--- src/rtl/fetch_align_queue_pkg.sv ---
// Shared types for the fetch alignment queue: fetch error codes, the
// half-word queue entry and the "is this a real fetch error" test.
package fetch_align_queue_pkg;

  localparam logic [2:0] FETCH_VALID = 3'b000;
  localparam logic [2:0] FETCH_INCER = 3'b001;
  localparam logic [2:0] FETCH_BSERR = 3'b010;
  localparam logic [2:0] FETCH_PMERR = 3'b011;

  // wbound marks the upper half of a fetch word: the entry after it comes
  // from a different fetch word.
  typedef struct packed {
    logic [15:0] data;
    logic [2:0]  err;
    logic        pred;
    logic        wbound;
  } hw_entry;

  function automatic logic is_fetch_err(input logic [2:0] err);
    return (err != FETCH_VALID) && (err != FETCH_INCER);
  endfunction

endpackage

--- src/rtl/halfword_fifo.sv ---
// Circular half-word store with push-1/push-2 and pop-1/pop-2 ports;
// exposes the head entry and the one after it.
module halfword_fifo
  import fetch_align_queue_pkg::*;
#(
  parameter int DEPTH = 4
) (
  input  logic                        clk,
  input  logic                        rst_n,
  input  logic                        clear,
  input  logic                        push,
  input  logic                        push_two,
  input  hw_entry                     push_first,
  input  hw_entry                     push_second,
  input  logic                        pop,
  input  logic                        pop_two,
  output hw_entry                     head,
  output hw_entry                     head_next,
  output logic [$clog2(2*DEPTH):0]    count
);

  localparam int ENTRIES = 2 * DEPTH;
  localparam int PW      = $clog2(ENTRIES);
  localparam int CW      = PW + 1;

  hw_entry         mem [ENTRIES];
  logic [PW-1:0]   head_ptr;
  logic [PW-1:0]   tail_ptr;
  logic [CW-1:0]   push_num;
  logic [CW-1:0]   pop_num;

  always_comb begin
    push_num = '0;
    pop_num  = '0;
    if (push) push_num = push_two ? CW'(2) : CW'(1);
    if (pop)  pop_num  = pop_two  ? CW'(2) : CW'(1);
  end

  // Pointers wrap naturally because the entry count is a power of two.
  always_ff @(posedge clk or negedge rst_n) begin
    if (!rst_n) begin
      head_ptr <= '0;
      tail_ptr <= '0;
      count    <= '0;
    end else if (clear) begin
      head_ptr <= '0;
      tail_ptr <= '0;
      count    <= '0;
    end else begin
      tail_ptr <= tail_ptr + push_num[PW-1:0];
      head_ptr <= head_ptr + pop_num[PW-1:0];
      count    <= count + push_num - pop_num;
    end
  end

  always_ff @(posedge clk) begin
    if (push && !clear) begin
      mem[tail_ptr] <= push_first;
      if (push_two) mem[tail_ptr + PW'(1)] <= push_second;
    end
  end

  assign head      = mem[head_ptr];
  assign head_next = mem[head_ptr + PW'(1)];

endmodule

--- src/rtl/fetch_align_queue.sv ---
// Re-aligns a stream of 32-bit fetch words into RVC/RVI instructions with
// their PC, merged fetch error and prediction tags for the ID stage.
module fetch_align_queue
  import fetch_align_queue_pkg::*;
#(
  parameter int          DEPTH    = 4,
  parameter logic [31:0] RESET_PC = 32'h0000_0000
) (
  input  logic                      s_clk_i,
  input  logic                      s_resetn_i,
  input  logic                      s_flush_i,
  input  logic [31:0]               s_flush_addr_i,
  input  logic                      s_fetch_valid_i,
  input  logic [31:0]               s_fetch_data_i,
  input  logic [2:0]                s_fetch_error_i,
  input  logic                      s_fetch_pred_i,
  output logic                      s_fetch_ready_o,
  output logic                      s_id_valid_o,
  input  logic                      s_id_ready_i,
  output logic [31:0]               s_id_instr_o,
  output logic [31:0]               s_id_pc_o,
  output logic                      s_id_rvc_o,
  output logic [2:0]                s_id_error_o,
  output logic                      s_id_pred_o,
  output logic                      s_id_align_error_o,
  output logic [$clog2(2*DEPTH):0]  s_count_o
);

  localparam int CW = $clog2(2*DEPTH) + 1;

  logic [31:0] pc;
  logic        skip;
  hw_entry     head;
  hw_entry     head_next;
  hw_entry     push_first;
  hw_entry     push_second;
  logic        push;
  logic        pop;
  logic        take_two;
  logic        head_rvc;
  logic        head_bad;
  logic        unused_flush_bit;

  assign unused_flush_bit = s_flush_addr_i[0];

  // Ready depends only on the registered count so ID backpressure never
  // reaches the fetch side combinationally.
  assign s_fetch_ready_o = (s_count_o <= CW'(2*DEPTH - 2));
  assign push            = s_fetch_valid_i & s_fetch_ready_o & ~s_flush_i;

  always_comb begin
    push_first  = '{data: s_fetch_data_i[15:0],  err: s_fetch_error_i,
                    pred: s_fetch_pred_i, wbound: 1'b0};
    push_second = '{data: s_fetch_data_i[31:16], err: s_fetch_error_i,
                    pred: s_fetch_pred_i, wbound: 1'b1};
    if (skip) push_first = push_second;
  end

  halfword_fifo #(.DEPTH(DEPTH)) u_fifo (
    .clk         (s_clk_i),
    .rst_n       (s_resetn_i),
    .clear       (s_flush_i),
    .push        (push),
    .push_two    (~skip),
    .push_first  (push_first),
    .push_second (push_second),
    .pop         (pop),
    .pop_two     (take_two),
    .head        (head),
    .head_next   (head_next),
    .count       (s_count_o)
  );

  // A lone erroneous half-word is released alone so the error is not
  // stuck behind a second half that may never arrive.
  always_comb begin
    head_rvc           = (head.data[1:0] != 2'b11);
    head_bad           = is_fetch_err(head.err);
    take_two           = ~head_rvc & (s_count_o >= CW'(2));
    s_id_valid_o       = (s_count_o != '0) & (head_rvc | (s_count_o >= CW'(2)) | head_bad)
                         & ~s_flush_i;
    pop                = s_id_valid_o & s_id_ready_i;
    s_id_pc_o          = pc;
    s_id_instr_o       = '0;
    s_id_rvc_o         = 1'b0;
    s_id_error_o       = FETCH_VALID;
    s_id_pred_o        = 1'b0;
    s_id_align_error_o = 1'b0;
    if (s_id_valid_o) begin
      s_id_instr_o = take_two ? {head_next.data, head.data} : {16'h0000, head.data};
      s_id_rvc_o   = head_rvc;
      if (head_bad)
        s_id_error_o = head.err;
      else if (take_two && is_fetch_err(head_next.err))
        s_id_error_o = head_next.err;
      else
        s_id_error_o = head.err;
      s_id_pred_o        = take_two ? head_next.pred : head.pred;
      s_id_align_error_o = take_two & head.pred & head.wbound;
    end
  end

  always_ff @(posedge s_clk_i or negedge s_resetn_i) begin
    if (!s_resetn_i) begin
      pc   <= RESET_PC;
      skip <= RESET_PC[1];
    end else if (s_flush_i) begin
      pc   <= {s_flush_addr_i[31:1], 1'b0};
      skip <= s_flush_addr_i[1];
    end else begin
      if (pop)  pc   <= pc + (take_two ? 32'd4 : 32'd2);
      if (push) skip <= 1'b0;
    end
  end

endmodule

--- config.mk ---
export PLATFORM = sky130hd
export DESIGN_NAME = fetch_align_queue
export DESIGN_NICKNAME = d
export VERILOG_FILES = /design/src/rtl/fetch_align_queue_pkg.sv /design/src/rtl/halfword_fifo.sv /design/src/rtl/fetch_align_queue.sv
export SDC_FILE = /design/constraint.sdc
export NUM_CORES = 1
export LEC_CHECK = 0
export CORE_MARGIN = 5
export CORE_UTILIZATION = 55
export CTS_BUF_LIST = sky130_fd_sc_hd__clkbuf_8
export DETAILED_ROUTE_END_ITERATION = 8
export DONT_BUFFER_PORTS = 1
export GPL_TIMING_DRIVEN = 1
export PLACE_DENSITY = 0.69
export SLEW_MARGIN = 20
export SYNTH_ARGS = -nofsm -noshare
export SYNTH_HDL_FRONTEND = slang
export SYNTH_SLANG_ARGS = --single-unit
--- constraint.sdc ---
create_clock -name s_clk_i -period 3.9 [get_ports s_clk_i]
set_input_delay 0.78 -clock s_clk_i [delete_from_list [all_inputs] [get_ports s_clk_i]]
set_output_delay 0.78 -clock s_clk_i [all_outputs]
set_load 0.01 [all_outputs]
# == Yosys cells after proc, flatten, opt, wreduce, memory -nomap -nowiden ==
# Memory sizes are Yosys's and may differ from the RTL's.
# Cells that the tools add are included.
# totals
mem_count,1
ram_bits,168
regBits,43
inputBits,73
# op_classes
reduce_logical,10
n_addsub,7
order_cmp,2
n_bitwise,12
mux,27
eq_ne,3
# memory_table
name,words,word_bits,rd,rd_clocked_by_memory_dff,write_ports,line,text
u_fifo.mem,8,21,2,0,2,halfword_fifo.sv:26,hw_entry mem [ENTRIES];
# ops
cell,n
32-bit 2-to-1 mux,4
32-bit by 3-bit adder with 32-bit output,1
21-bit 2-to-1 mux,1
3-bit 2-to-1 mux,6
4-bit 2-to-1 mux,3
1-bit 2-to-1 mux,11
1-bit bitwise AND,8
3-bit by 1-bit adder with 3-bit output (second input constant),2
3-bit adder,2
3-bit by 1-bit inequality test with 1-bit output (second input constant),2
3-bit nonzero test,2
4-bit adder,1
4-bit by 2-bit >= comparator with 1-bit output (second input constant),1
4-bit by 3-bit less-or-equal comparator with 1-bit output (second input constant),1
1-bit logical AND,4
2-bit 2-to-1 mux,2
2-bit nonzero test,2
4-bit nonzero test,1
4-bit subtractor,1
2-bit inequality test (second input constant),1
1-bit NOT,2
1-bit OR,2
1-bit zero test,1

# == Depth between registers and ports, before layout ==
# Gate-level depths: netlist (run 1).
# An unclocked memory read counts as a cell.
# logic_depth
word_depth,10
depth_mapped,16
depth_no_buf,14

# == By module ==
# Synthesis (run 1) repeated with hierarchy kept, for this count alone.
# unflattened
hier_cells,886
area_unflattened_um2,13030.0
# modules_own_cells
mod,n_inst,area_each_um2,seq_area_each_um2,cells_each
halfword_fifo,1,10546.4,5295.1,590
fetch_align_queue,1,2483.6,800.8,296

# == Worst setup path after synthesis (run 1) ==
# No wires, ideal clock.
# synth_timing
path_type,flip-flop to flip-flop
start,register u_fifo.head_ptr[1]
end,register u_fifo.count[3]
setup_slack_ps,342
required_time_ps,3768
t_arrival_ps,3427
path_buffers,1
stages_incl_launch_ff,15
period_less_slack_ps,3558
path_cell_list,dfrtp_1 -> inv_1 -> buf_1 -> mux2i_1 -> nor3_1 -> inv_1 -> or3_1 -> inv_1 -> fa_1 -> inv_1 -> ha_1 -> a21o_1 -> a21oi_1 -> xnor2_1 -> nor2_1
# synth_between
elab_chain_cells,10
# synth_rtl
element,line,text
start: declaration,halfword_fifo.sv:27,logic [PW-1:0] head_ptr;
start signal: assignment,halfword_fifo.sv:51,head_ptr <= head_ptr + pop_num[PW-1:0];
memory 8 x 21 bit *,-,
"2-bit inequality test, or another cell as far along",fetch_align_queue.sv:77,head_rvc = (head.data[1:0] != 2'b11);
1-bit OR or 1-bit logical AND (tied branches),"fetch_align_queue.sv:80, fetch_align_queue_pkg.sv:20",
1-bit OR,fetch_align_queue.sv:80,s_id_valid_o = (s_count_o != '0) & (head_rvc | (s_count_o >= CW'(2)) | head_bad)
1-bit bitwise AND,fetch_align_queue.sv:80,
1-bit bitwise AND,fetch_align_queue.sv:81,& ~s_flush_i;
1-bit bitwise AND,fetch_align_queue.sv:82,pop = s_id_valid_o & s_id_ready_i;
4-bit 2-to-1 mux *,halfword_fifo.sv:36,if (pop) pop_num = pop_two ? CW'(2) : CW'(1);
4-bit subtractor *,halfword_fifo.sv:52,count <= count + push_num - pop_num;
4-bit 2-to-1 mux *,halfword_fifo.sv:45,end else if (clear) begin
end signal: assignment,halfword_fifo.sv:52,
end: declaration,halfword_fifo.sv:19,output logic [$clog2(2*DEPTH):0] count
# Every way passes the cells marked *; elsewhere a longest branch is shown, timed or not.
# A chain may end at the register's enable or synchronous reset.

# == Worst setup path in the final report (run 1) ==
# layout_timing
start,register u_fifo.head_ptr[0]
end,output port s_id_instr_o[6]
# layout_between
elab_chain_cells,7
# layout_rtl
element,line,text
memory 8 x 21 bit *,-,
"2-bit inequality test, or another cell as far along",fetch_align_queue.sv:77,
1-bit OR or 1-bit logical AND (tied branches),"fetch_align_queue.sv:80, fetch_align_queue_pkg.sv:20",
1-bit OR,fetch_align_queue.sv:80,
1-bit bitwise AND,fetch_align_queue.sv:80,
1-bit bitwise AND,fetch_align_queue.sv:81,
32-bit 2-to-1 mux *,fetch_align_queue.sv:89,if (s_id_valid_o) begin
end: declaration,fetch_align_queue.sv:20,"output logic [31:0] s_id_instr_o,"
# Marked as above.

==> summary.md, run 1 <==
| Metric | Value |
|---|---|
| Status | finished, final reports clean |
| Cell area after layout | 13880 um2 |
| DRT Pass-1 Iters | 6 |
| Final Power | 6.525 mW |
| Fin util | 63.21% |
| Syn_nets | 1194 |
| Clk_lat worst skew | 550 ps |
| VDD IR max | 0.2529 mV |
| R2r setup slk | 260 ps |
| Drc violations | 0 |
| Post-placement cell area | 13030 um2 |
| Top cells by count, synth | 239 x nand2_1, 160 x edfxtp_1, 157 x o21ai_0 |
| Syn Area/Cell | around 11 um2 |
| Placed wire-length estimate after detailed placement | ~24 mm |
| Unrepaired setup endpoints after global routing | true |
| Clk slew on worst S/H paths | approximately 70 ps |
| Ys Warns | 0 |
| Antenna Cells | 0 |
| WHS | between 70 and 80 ps |
| Setup TNS | 0 ps |
| Largest cells by area after synthesis | edfxtp_1 39%, mux4_2 15%, dfrtp_1 8.5% |
| CP required | 3120 ps |
| TritonCTS clock tree | built |
| Post-synth top area cell | edfxtp_1 |
| Seq cells post-synth | 210 |
| Setup WS pre-CTS | roughly 270 ps |
| Mapped Cells | 1104 |
| Period minus WS final | ~3800 ps |
| Worst setup EP type | output port |
| Slew Limit Fails | 0 |
| Initial Util | 56.05% |
| Longest Clk Path Bufs | 3 |
| Crit start category | flip-flop |
| ANT nets after route | 0 |
| Core Region | 21960 um2 |
| Die area | 25470 um2 |
| Setup-failing EPs final | 0 |
| Num ports | between 100 and 150 |
| Post-synthesis cell type count | 56 |
| Async set-reset flop share out of synthesis | 20.00% |
| Leak | 5.172 nW |
| Final Cycle Share | between 90 and 100% |
| Relative slew slack | 37.52% |
| TritonCTS Buffers | 38 |
| 1st-iter DRT viols | 1206 |
| Grt ovf | 0 |
| Clock sinks | 210 |
| Post-Layout Cell Count | 1460 |
| Power Density | roughly 470 nW/um2 |
| R2R cell count | 11 |
| Routed vias | 9627 |
| Drt total wl | 36.79 mm |
| Final Hold Viols | 0 |
| R2R Path End | u_fifo.count[1] |
| Count leader, synth | nand2_1 |
| DIE HEIGHT | 159.6 um |
| MaxCap Viol Count | 0 |
| Final worst setup slack | 64.21 ps |
| Die Wd | 159.6 um |
| CP max FO | 22 |
| CTS H-Tree Depth | 2 |
| Buffers on Ports | 0 |
| GRT Util Overall | 28.55% |
| Sequential share of the synthesized area | 48.88% |
| Gpl congestion | 0.8366 |
| Largest net degree at the start of global routing | 88 |
| Final Skew | 26.61 ps |
| FF-to-FF Start | u_fifo.head_ptr[0] |
| EDFF count, synth | 160 |
| Number of global-route vias before repair | 9730 |
| Share of post-route cells with drive strength above 1 | 21.44% |
| Crit path kind | flip-flop to output port |
| Initial antenna violation count | 0 |
| First-pass GRT wire length | 56.42 mm |
| Worst Tran Pin Value | 934.9 ps |
| Average vias per placed instance | roughly 6.6 |
| Fmax | 0.2607 GHz |
| Hold WC Path Type | primary input to asynchronous set/reset pin |
| Area share of the largest cell type after synthesis | 39.04% |
| Syn Std Cell Area | 12310 um2 |
| # nets final | between 1000 and 1500 |
| DR WL/cell | 25.20 um |
| Fillers | 1671 |
| Placed Cells | 1386 |
| Core Rows | 54 |
| Clock root cell | clkbuf_8 |
| Area growth from synthesis to layout | 12.78% |
| WP data arrival | between 3000 and 4000 ps |
| Most used DFF post-synth | edfxtp_1 |
==> kinds of logic after synthesis <==
family / synth area share, %
AO/OA/AOI/OAI: 11.32
flip-flops: 48.88
other: 0.03047
adder cells (fa/ha/maj): 2.033
AND/OR/NAND/NOR: 14.38
multiplexers: 17.67
XOR/XNOR: 1.993
buffers and inverters: 3.701
==> routing by layer <==
layer | vias up | global-route usage, % | routed length (um)
met5 | - | 0 | 0
met4 | 0 | 11.24 | 1386
met3 | 130 | 6.860 | 4197
li1 | 4160 | - | -
met2 | 677 | 46.63 | 17560
met1 | 4660 | 37.16 | 13640
==> layout by cell type, fill, tap and decap left out, types with 6 or more instances in the layout <==
cell      Yosys  routed
buf_4         2      84
or4_1         6       6
mux4_2       82      82
nand3_1      17      17
nand2b_1      7       7
ha_1         12      11
nand2_1     239     239
dfrtp_1      42      40
and2_1       14      14
clkbuf_8      0      41
xnor2_1      19      18
edfxtp_1    160     160
mux2i_1      24      24
dfxtp_1       8       8
o21ai_0     157     157
and3_1       12      12
nor2b_1      38      37
xor2_1        9       8
a211o_1       6       6
inv_1        25      43
clkinv_1      0       6
nor3_1        8       7
a21oi_1      46      40
a21oi_2       1       6
nor2_1       20      19
==> power breakdown <==
group          internal [mW]  switching, mW  leakage [nW]
clock                   1.04          0.928         0.428
sequential              2.55          0.156          2.35
combinational          0.822           1.03          2.39
total                   4.41           2.11          5.17
==> worst max path at each step <==
stage                     cells past startpoint               to  slack, ps                from
after floorplan                              14  u_fifo.count[3]        340  u_fifo.head_ptr[1]
after global placement                       13  u_fifo.count[3]        320  u_fifo.head_ptr[0]
after detailed placement                     11  u_fifo.count[1]        270  u_fifo.head_ptr[0]
after CTS                                     8  s_id_error_o[0]          9  u_fifo.head_ptr[0]
after global routing                          8  s_id_error_o[0]        -10  u_fifo.head_ptr[0]
final                                         8  s_id_instr_o[6]         60  u_fifo.head_ptr[0]
==> critical path, stage by stage (launching register included) <==
cell and delay [ps]:
dfrtp_4 480, mux4_2 550, mux2_2 350, a41oi_4 190, nor2_1 70, or2_2 320
buf_8 200, a21oi_2 200, buf_4 160
==> sequential cells by signal (all words and copies together) (netlist names) <==
| name | cells |
|---|---|
| skip | 1 |
| u_fifo.count | 4 |
| u_fifo.tail_ptr | 3 |
| s_id_pc_o | 31 |
| u_fifo.head_ptr | 3 |
| u_fifo.mem | 168 |
==> final cells by class <==
class,count,area [um2],share of cell area [%]
Sequential cell,210,6021,43.38
Multi-Input combinational cell,784,5946,42.84
Timing Repair Buffer,91,755.7,5.445
Clock buffer,41,564.3,4.066
Tap cell,280,350.3,2.524
Clock inverter,29,148.9,1.073
Inverter,25,93.84,0.6761
==> what timing repair did <==
action,CTS,global route
hold endpoints to repair,42,0
hold buffers,1,0
pin swaps,2,1
gates resized for setup,9,11
buffers inserted,3,0
endpoints found under the setup margin,23,11
Note: power is estimated with default switching activity, not from simulation.
==> run 2, diff against run 1 <==
Settings changed: REMOVE_ABC_BUFFERS set to 1.
==> run 2 against run 1 <==
Net effect: first-iteration DRC count shrank 2.2%; global-route usage down 0.65 points; critical path type unchanged; fmax decreased by 0.24%; total power rose by 4.8%; clock power is 15% higher; die area unchanged; routed wire length fell by 1.4%.
==> summary.md, run 2 (synthesis gave the netlist of run 1 again) <==
| Metric | Value |
|---|---|
| Status | finished, final reports clean (unchanged) |
| DRT Pass-1 Iters | 5 (was 6) |
| Die area | 25470 um2 (unchanged) |
| WP data arrival | 3060 ps (about the same) |
| MaxCap Viol Count | 0 (unchanged) |
| Average vias per placed instance | 6.507 (was 6.594) |
| VDD IR max | 0.2812 mV (was 0.2529 mV) |
| Register area | 6021 um2 (unchanged) |
| Fillers | 1685 (was 1671) |
| GRT Util Overall | 27.91% (was 28.55%) |
| Setup WS pre-CTS | 180.0 ps (was 269.3 ps) |
| Hold WC Path Type | primary input to asynchronous set/reset pin (unchanged) |
| Setup-failing EPs final | 0 (unchanged) |
| Routed vias | 9494 (was 9627) |
| Period minus WS final | 3845 ps (was 3836 ps) |
| Final Skew | 21.09 ps (was 26.61 ps) |
| Crit start category | flip-flop (unchanged) |
| Worst setup EP type | output port (unchanged) |
| CP required | 3120 ps (about the same) |
| Relative slew slack | 33.90% (was 37.52%) |
| R2r setup slk | 320 ps (was 260 ps) |
| CTS H-Tree Depth | 2 (unchanged) |
| TritonCTS Buffers | 37 (was 38) |
| Clk_lat worst skew | 530 ps (was 550 ps) |
| Area growth from synthesis to layout | 14.09% (was 12.78%) |
| Final Hold Viols | 0 (unchanged) |
| Num ports | 149 (unchanged) |
| TritonCTS clock tree | built (unchanged) |
| Slew Limit Fails | 0 (unchanged) |
| WHS | 94.88 ps (was 72.05 ps) |
| Final worst setup slack | 55.08 ps (was 64.21 ps) |
| First-pass GRT wire length | 55.06 mm (was 56.42 mm) |
| Worst Tran Pin Value | 989.0 ps (was 934.9 ps) |
| DIE HEIGHT | 159.6 um (unchanged) |
| Share of post-route cells with drive strength above 1 | 22.48% (was 21.44%) |
| ANT nets after route | 0 (unchanged) |
| Crit path kind | flip-flop to output port (unchanged) |
| Core Region | 21960 um2 (unchanged) |
| Clock root cell | clkbuf_8 (unchanged) |
| 1st-iter DRT viols | 1180 (was 1206) |
| Most frequent cells in the layout | 239 x nand2_1, 160 x edfxtp_1, 157 x o21ai_0 (unchanged) |
| Largest net degree at the start of global routing | 88 (unchanged) |
| Power Density | 486.9 nW/um2 (was 470.1 nW/um2) |
| Setup TNS | 0 ps (unchanged) |
| Drc violations | 0 (unchanged) |
| Number of flip-flops in the largest register | 168 (unchanged) |
| Area of the multi-input gates | 5948 um2 (was 5946 um2) |
| Initial antenna violation count | 0 (unchanged) |
| Final Power | 6.837 mW (was 6.525 mW) |
| Top reg by flops | u_fifo.mem (unchanged) |
| Longest Clk Path Bufs | 3 (unchanged) |
| Buffers on Ports | 0 (unchanged) |
| # nets final | 1241 (was 1240) |
| Clock sinks | 210 (unchanged) |
| CP max FO | 9 (was 22) |
| Core Rows | 54 (unchanged) |
| Initial Util | 56.05% (unchanged) |
| Grt ovf | 0 (unchanged) |
| Commonest non-fill, non-tap cell in the layout | nand2_1 (unchanged) |
| Placed wire-length estimate after detailed placement | 22.94 mm (was 23.57 mm) |
| Drt total wl | 36.28 mm (was 36.79 mm) |
| Antenna Cells | 0 (unchanged) |
| Leak | 5.211 nW (was 5.172 nW) |
| Number of global-route vias before repair | 9589 (was 9730) |
| Die Wd | 159.6 um (unchanged) |
| Fmax | 0.2601 GHz (was 0.2607 GHz) |
| Gpl congestion | 0.8296 (was 0.8366) |
| DR WL/cell | 24.87 um (was 25.20 um) |
| Final Cycle Share | 98.59% (was 98.35%) |
| Clk slew on worst S/H paths | 60 ps (was 70 ps) |
-- run 2: path summary, 6_finish.rpt --
| path | startpoint | to | depth (start not counted) |
|---|---|---|---|
| setup / recovery | u_fifo.head_ptr[0] | s_id_instr_o[5] | 8 |
| hold / removal | s_resetn_i | s_id_pc_o[28] | 1 |
| setup reg to reg | u_fifo.count[3] | u_fifo.mem[1][20] | 9 |
| hold reg to reg | u_fifo.mem[7][0] | u_fifo.mem[7][0] | 1 |
| max in group asynchronous | s_resetn_i | u_fifo.head_ptr[0] | 1 |
| min in group s_clk_i | s_flush_i | u_fifo.count[1] | 1 |
-- run 2: routing by layer --
metal	global-route usage (%)	wire (um)	share of wire, %
met1	35.79	13070	36
met2	46.05	17680	49
met3	6.963	4161	11
met4	10.85	1365	3.8
met5	0	0	0
-- run 2: layout make-up --
class / instances / share of cell area, %
clock buffers: 38 / 3.725
clock inverters: 29 / 2.050
inverters: 25 / 0.6951
multi-input cells: 784 / 42.36
well taps: 280 / 2.495
repair buffers: 93 / 5.792
flip-flops and latches: 210 / 42.88
-- run 2: critical path, stage by stage (launching register included) --
cell and delay, ps:
dfrtp_4 520, mux4_2 540, mux2_4 330, a41oi_4 180, nor2_1 60, or2_4 300, buf_4 220, a21oi_2 210
buf_4 160
-- run 2: power breakdown --
group / total, mW / switching, mW / internal, mW
combinational: 1.86 / 1.02 / 0.839
clock: 2.26 / 0.943 / 1.32
sequential: 2.72 / 0.173 / 2.55
total: 6.84 / 2.13 / 4.70
-- run 2: timing repair --
action | CTS | global route
hold buffers | 1 | 0
resized for setup | 13 | 11
pin swaps | 0 | 3
endpoints found under the hold margin | 42 | 0
buffers inserted | 2 | 6
endpoints found under the setup margin | 33 | 27
cloned | 0 | 0
-- run 2: through the flow --
step           instance area (um2)  util [%]  instances
2_1_floorplan                11950         -       1019
3_3_place_gp                 13050     59.41       1383
3_5_place_dp                 13050     59.41       1383
4_1_cts                      13960     63.58       1453
5_1_grt                      14040     63.94       1459
6_report                     14040     63.94       1459
==> run 3, diff against run 2 <==
Settings changed: SKIP_LAST_GASP set to 1, SYNTH_HIERARCHICAL set to 1.
==> run 3 against run 2 <==
Net effect: core utilization is 2.8 points lower; sequential share of layout area is 0.094 points lower; combinational power is 9% higher; highest routed layer is now met5.
==> summary.md, run 3 <==
| Metric | Value |
|---|---|
| First-pass GRT wire length | 50.98 mm (was 55.06 mm) |
| FF-to-FF Start | u_fifo/head_ptr[1] (was u_fifo.count[3]) |
| Hold WC Path Type | primary input to asynchronous set/reset pin (unchanged) |
| VDD IR max | 0.2279 mV (was 0.2812 mV) |
| ANT nets after route | 0 (unchanged) |
| Ys Warns | 6 (was 0) |
| Largest net degree at the start of global routing | 72 (was 88) |
| Mapped Cells | 883 (was 1104) |
| Power Density | 464.8 nW/um2 (was 486.9 nW/um2) |
| Top reg by flops | u_fifo/mem (was u_fifo.mem) |
| Clk slew on worst S/H paths | 60 ps (about the same) |
| Die Wd | 163.6 um (was 159.6 um) |
| R2R Path End | u_fifo/count[3] (was u_fifo.mem[1][20]) |
| Core Rows | 56 (was 54) |
| DIE HEIGHT | 163.6 um (was 159.6 um) |
| Num ports | 149 (unchanged) |
| Drc violations | 0 (unchanged) |
| WP data arrival | 2990 ps (was 3060 ps) |
| 1st-iter DRT viols | 620 (was 1180) |
| Period minus WS final | 3766 ps (was 3845 ps) |
| Post-placement cell area | 13480 um2 (was 13050 um2) |
| Gpl congestion | 0.9006 (was 0.8296) |
| Syn Std Cell Area | 12970 um2 (was 12310 um2) |
| Syn Area/Cell | 14.69 um2 (was 11.15 um2) |
| Area growth from synthesis to layout | 9.953% (was 14.09%) |
| Final Power | 6.630 mW (was 6.837 mW) |
| Setup TNS | 0 ps (unchanged) |
| Drt total wl | 33.47 mm (was 36.28 mm) |
| Antenna Cells | 0 (unchanged) |
| Routed vias | 8066 (was 9494) |
| Leak | 4.903 nW (was 5.211 nW) |
| R2R cell count | 13 (was 9) |
| Register area | 6103 um2 (was 6021 um2) |
| Setup-failing EPs final | 0 (unchanged) |
| Area of the multi-input gates | 6579 um2 (was 5948 um2) |
| Die area | 26760 um2 (was 25470 um2) |
| Clock root cell | clkbuf_8 (unchanged) |
| CP required | 3120 ps (about the same) |
| Fmax | 0.2656 GHz (was 0.2601 GHz) |
| Crit start category | flip-flop (unchanged) |
| Final Hold Viols | 0 (unchanged) |
| Cell area after layout | 14260 um2 (was 14040 um2) |
| Most frequent cells in the layout | 208 x mux2_2, 168 x edfxtp_1, 82 x mux4_2 (was 239 x nand2_1, 160 x edfxtp_1, 157 x o21ai_0) |
| Final Cycle Share | 96.56% (was 98.59%) |
| CTS H-Tree Depth | 2 (unchanged) |
| Worst setup EP type | output port (unchanged) |
| Fillers | 1733 (was 1685) |
| Core Region | 23330 um2 (was 21960 um2) |
| Average vias per placed instance | 6.397 (was 6.507) |
| Number of flip-flops in the largest register | 168 (unchanged) |
| Final worst setup slack | 134.3 ps (was 55.08 ps) |
| GRT Util Overall | 25.17% (was 27.91%) |
| Setup WS pre-CTS | 98.13 ps (was 180.0 ps) |
| TritonCTS Buffers | 37 (unchanged) |
| Clock sinks | 210 (unchanged) |
| Fin util | 61.14% (was 63.94%) |
| Crit path kind | flip-flop to output port (unchanged) |
| Slew Limit Fails | 0 (unchanged) |
| Share of post-route cells with drive strength above 1 | 45.75% (was 22.48%) |
| R2r setup slk | 210 ps (was 320 ps) |
| Final Skew | 19.92 ps (was 21.09 ps) |
| Buffers on Ports | 0 (unchanged) |
| Unrepaired setup endpoints after global routing | false |
| Longest Clk Path Bufs | 3 (unchanged) |
| Clk_lat worst skew | 530 ps (about the same) |
| # nets final | 1004 (was 1241) |
| DR WL/cell | 26.54 um (was 24.87 um) |
| TritonCTS clock tree | built (unchanged) |
| CP max FO | 10 (was 9) |
| MaxCap Viol Count | 0 (unchanged) |
| Grt ovf | 0 (unchanged) |
| Status | finished, final reports clean (unchanged) |
| Initial antenna violation count | 3 (was 0) |
| Commonest non-fill, non-tap cell in the layout | mux2_2 (was nand2_1) |
| Initial Util | 55.60% (was 56.05%) |
| Placed wire-length estimate after detailed placement | 21.58 mm (was 22.94 mm) |
| DRT Pass-1 Iters | 6 (was 5) |
| Worst Tran Pin Value | 982.4 ps (was 989.0 ps) |
| Relative slew slack | 34.33% (was 33.90%) |
| Number of global-route vias before repair | 8552 (was 9589) |
[run 3: cell type report]
| type | count | area share, % |
|---|---|---|
| clock inverter | 25 | 0.8859 |
| multi-input combinational | 596 | 46.12 |
| sequential | 210 | 42.79 |
| timing repair buffer | 49 | 2.973 |
| inverter | 22 | 0.5789 |
| tap | 319 | 2.798 |
| clock buffer | 40 | 3.859 |
[run 3: worst max path at each step]
stage	startpoint	endpoint	slack, ps	depth (start not counted)
CTS	u_fifo/head_ptr[0]	s_id_error_o[0]	30	7
finish	u_fifo/head_ptr[1]	s_id_instr_o[1]	130	9
global route	u_fifo/head_ptr[1]	s_id_instr_o[1]	6	9
global placement	u_fifo/head_ptr[1]	s_id_instr_o[31]	60	6
detailed placement	u_fifo/head_ptr[1]	u_fifo/count[3]	100	12
floorplan	u_fifo/head_ptr[0]	u_fifo/count[3]	-1820	12
[run 3: power breakdown]
part           total [mW]  switching, mW  internal, mW
Clock                1.89          0.889          1.01
Combinational        2.02          0.977          1.04
Sequential           2.72          0.164          2.56
[run 3: metrics by stage]
step                hold WS, ps  instances
finish                    109.4       1261
global route              93.49       1261
CTS                       87.23       1260
detailed placement        485.9       1191
global placement          486.1       1190
floorplan                 484.4        828
[run 3: worst max-delay path, stage by stage, from the launching register on]
cell	delay (ps)
dfrtp_4	420
buf_4	170
mux4_2	490
mux2_2	310
nand4bb_4	250
a21oi_1	170
or2_4	190
inv_1	60
buf_4	180
and2_1	220
[run 3: metal layers]
| layer | global-route usage [%] | routed length [um] | vias up | share of wire, % |
|---|---|---|---|---|
| met5 | 0 | 14 | - | 0.042 |
| li1 | - | - | 3554 | - |
| met4 | 7.701 | 919 | 4 | 2.7 |
| met3 | 5.879 | 2592 | 69 | 7.7 |
| met2 | 42.21 | 16870 | 334 | 50 |
| met1 | 32.87 | 13070 | 4105 | 39 |
[run 3: repair_timing]
action,in CTS,in global routing
setup buffers,3,1
gates resized for setup,4,3
hold buffers,1,0
pin swaps,0,1
setup endpoints to repair,18,18
hold endpoints to repair,42,0
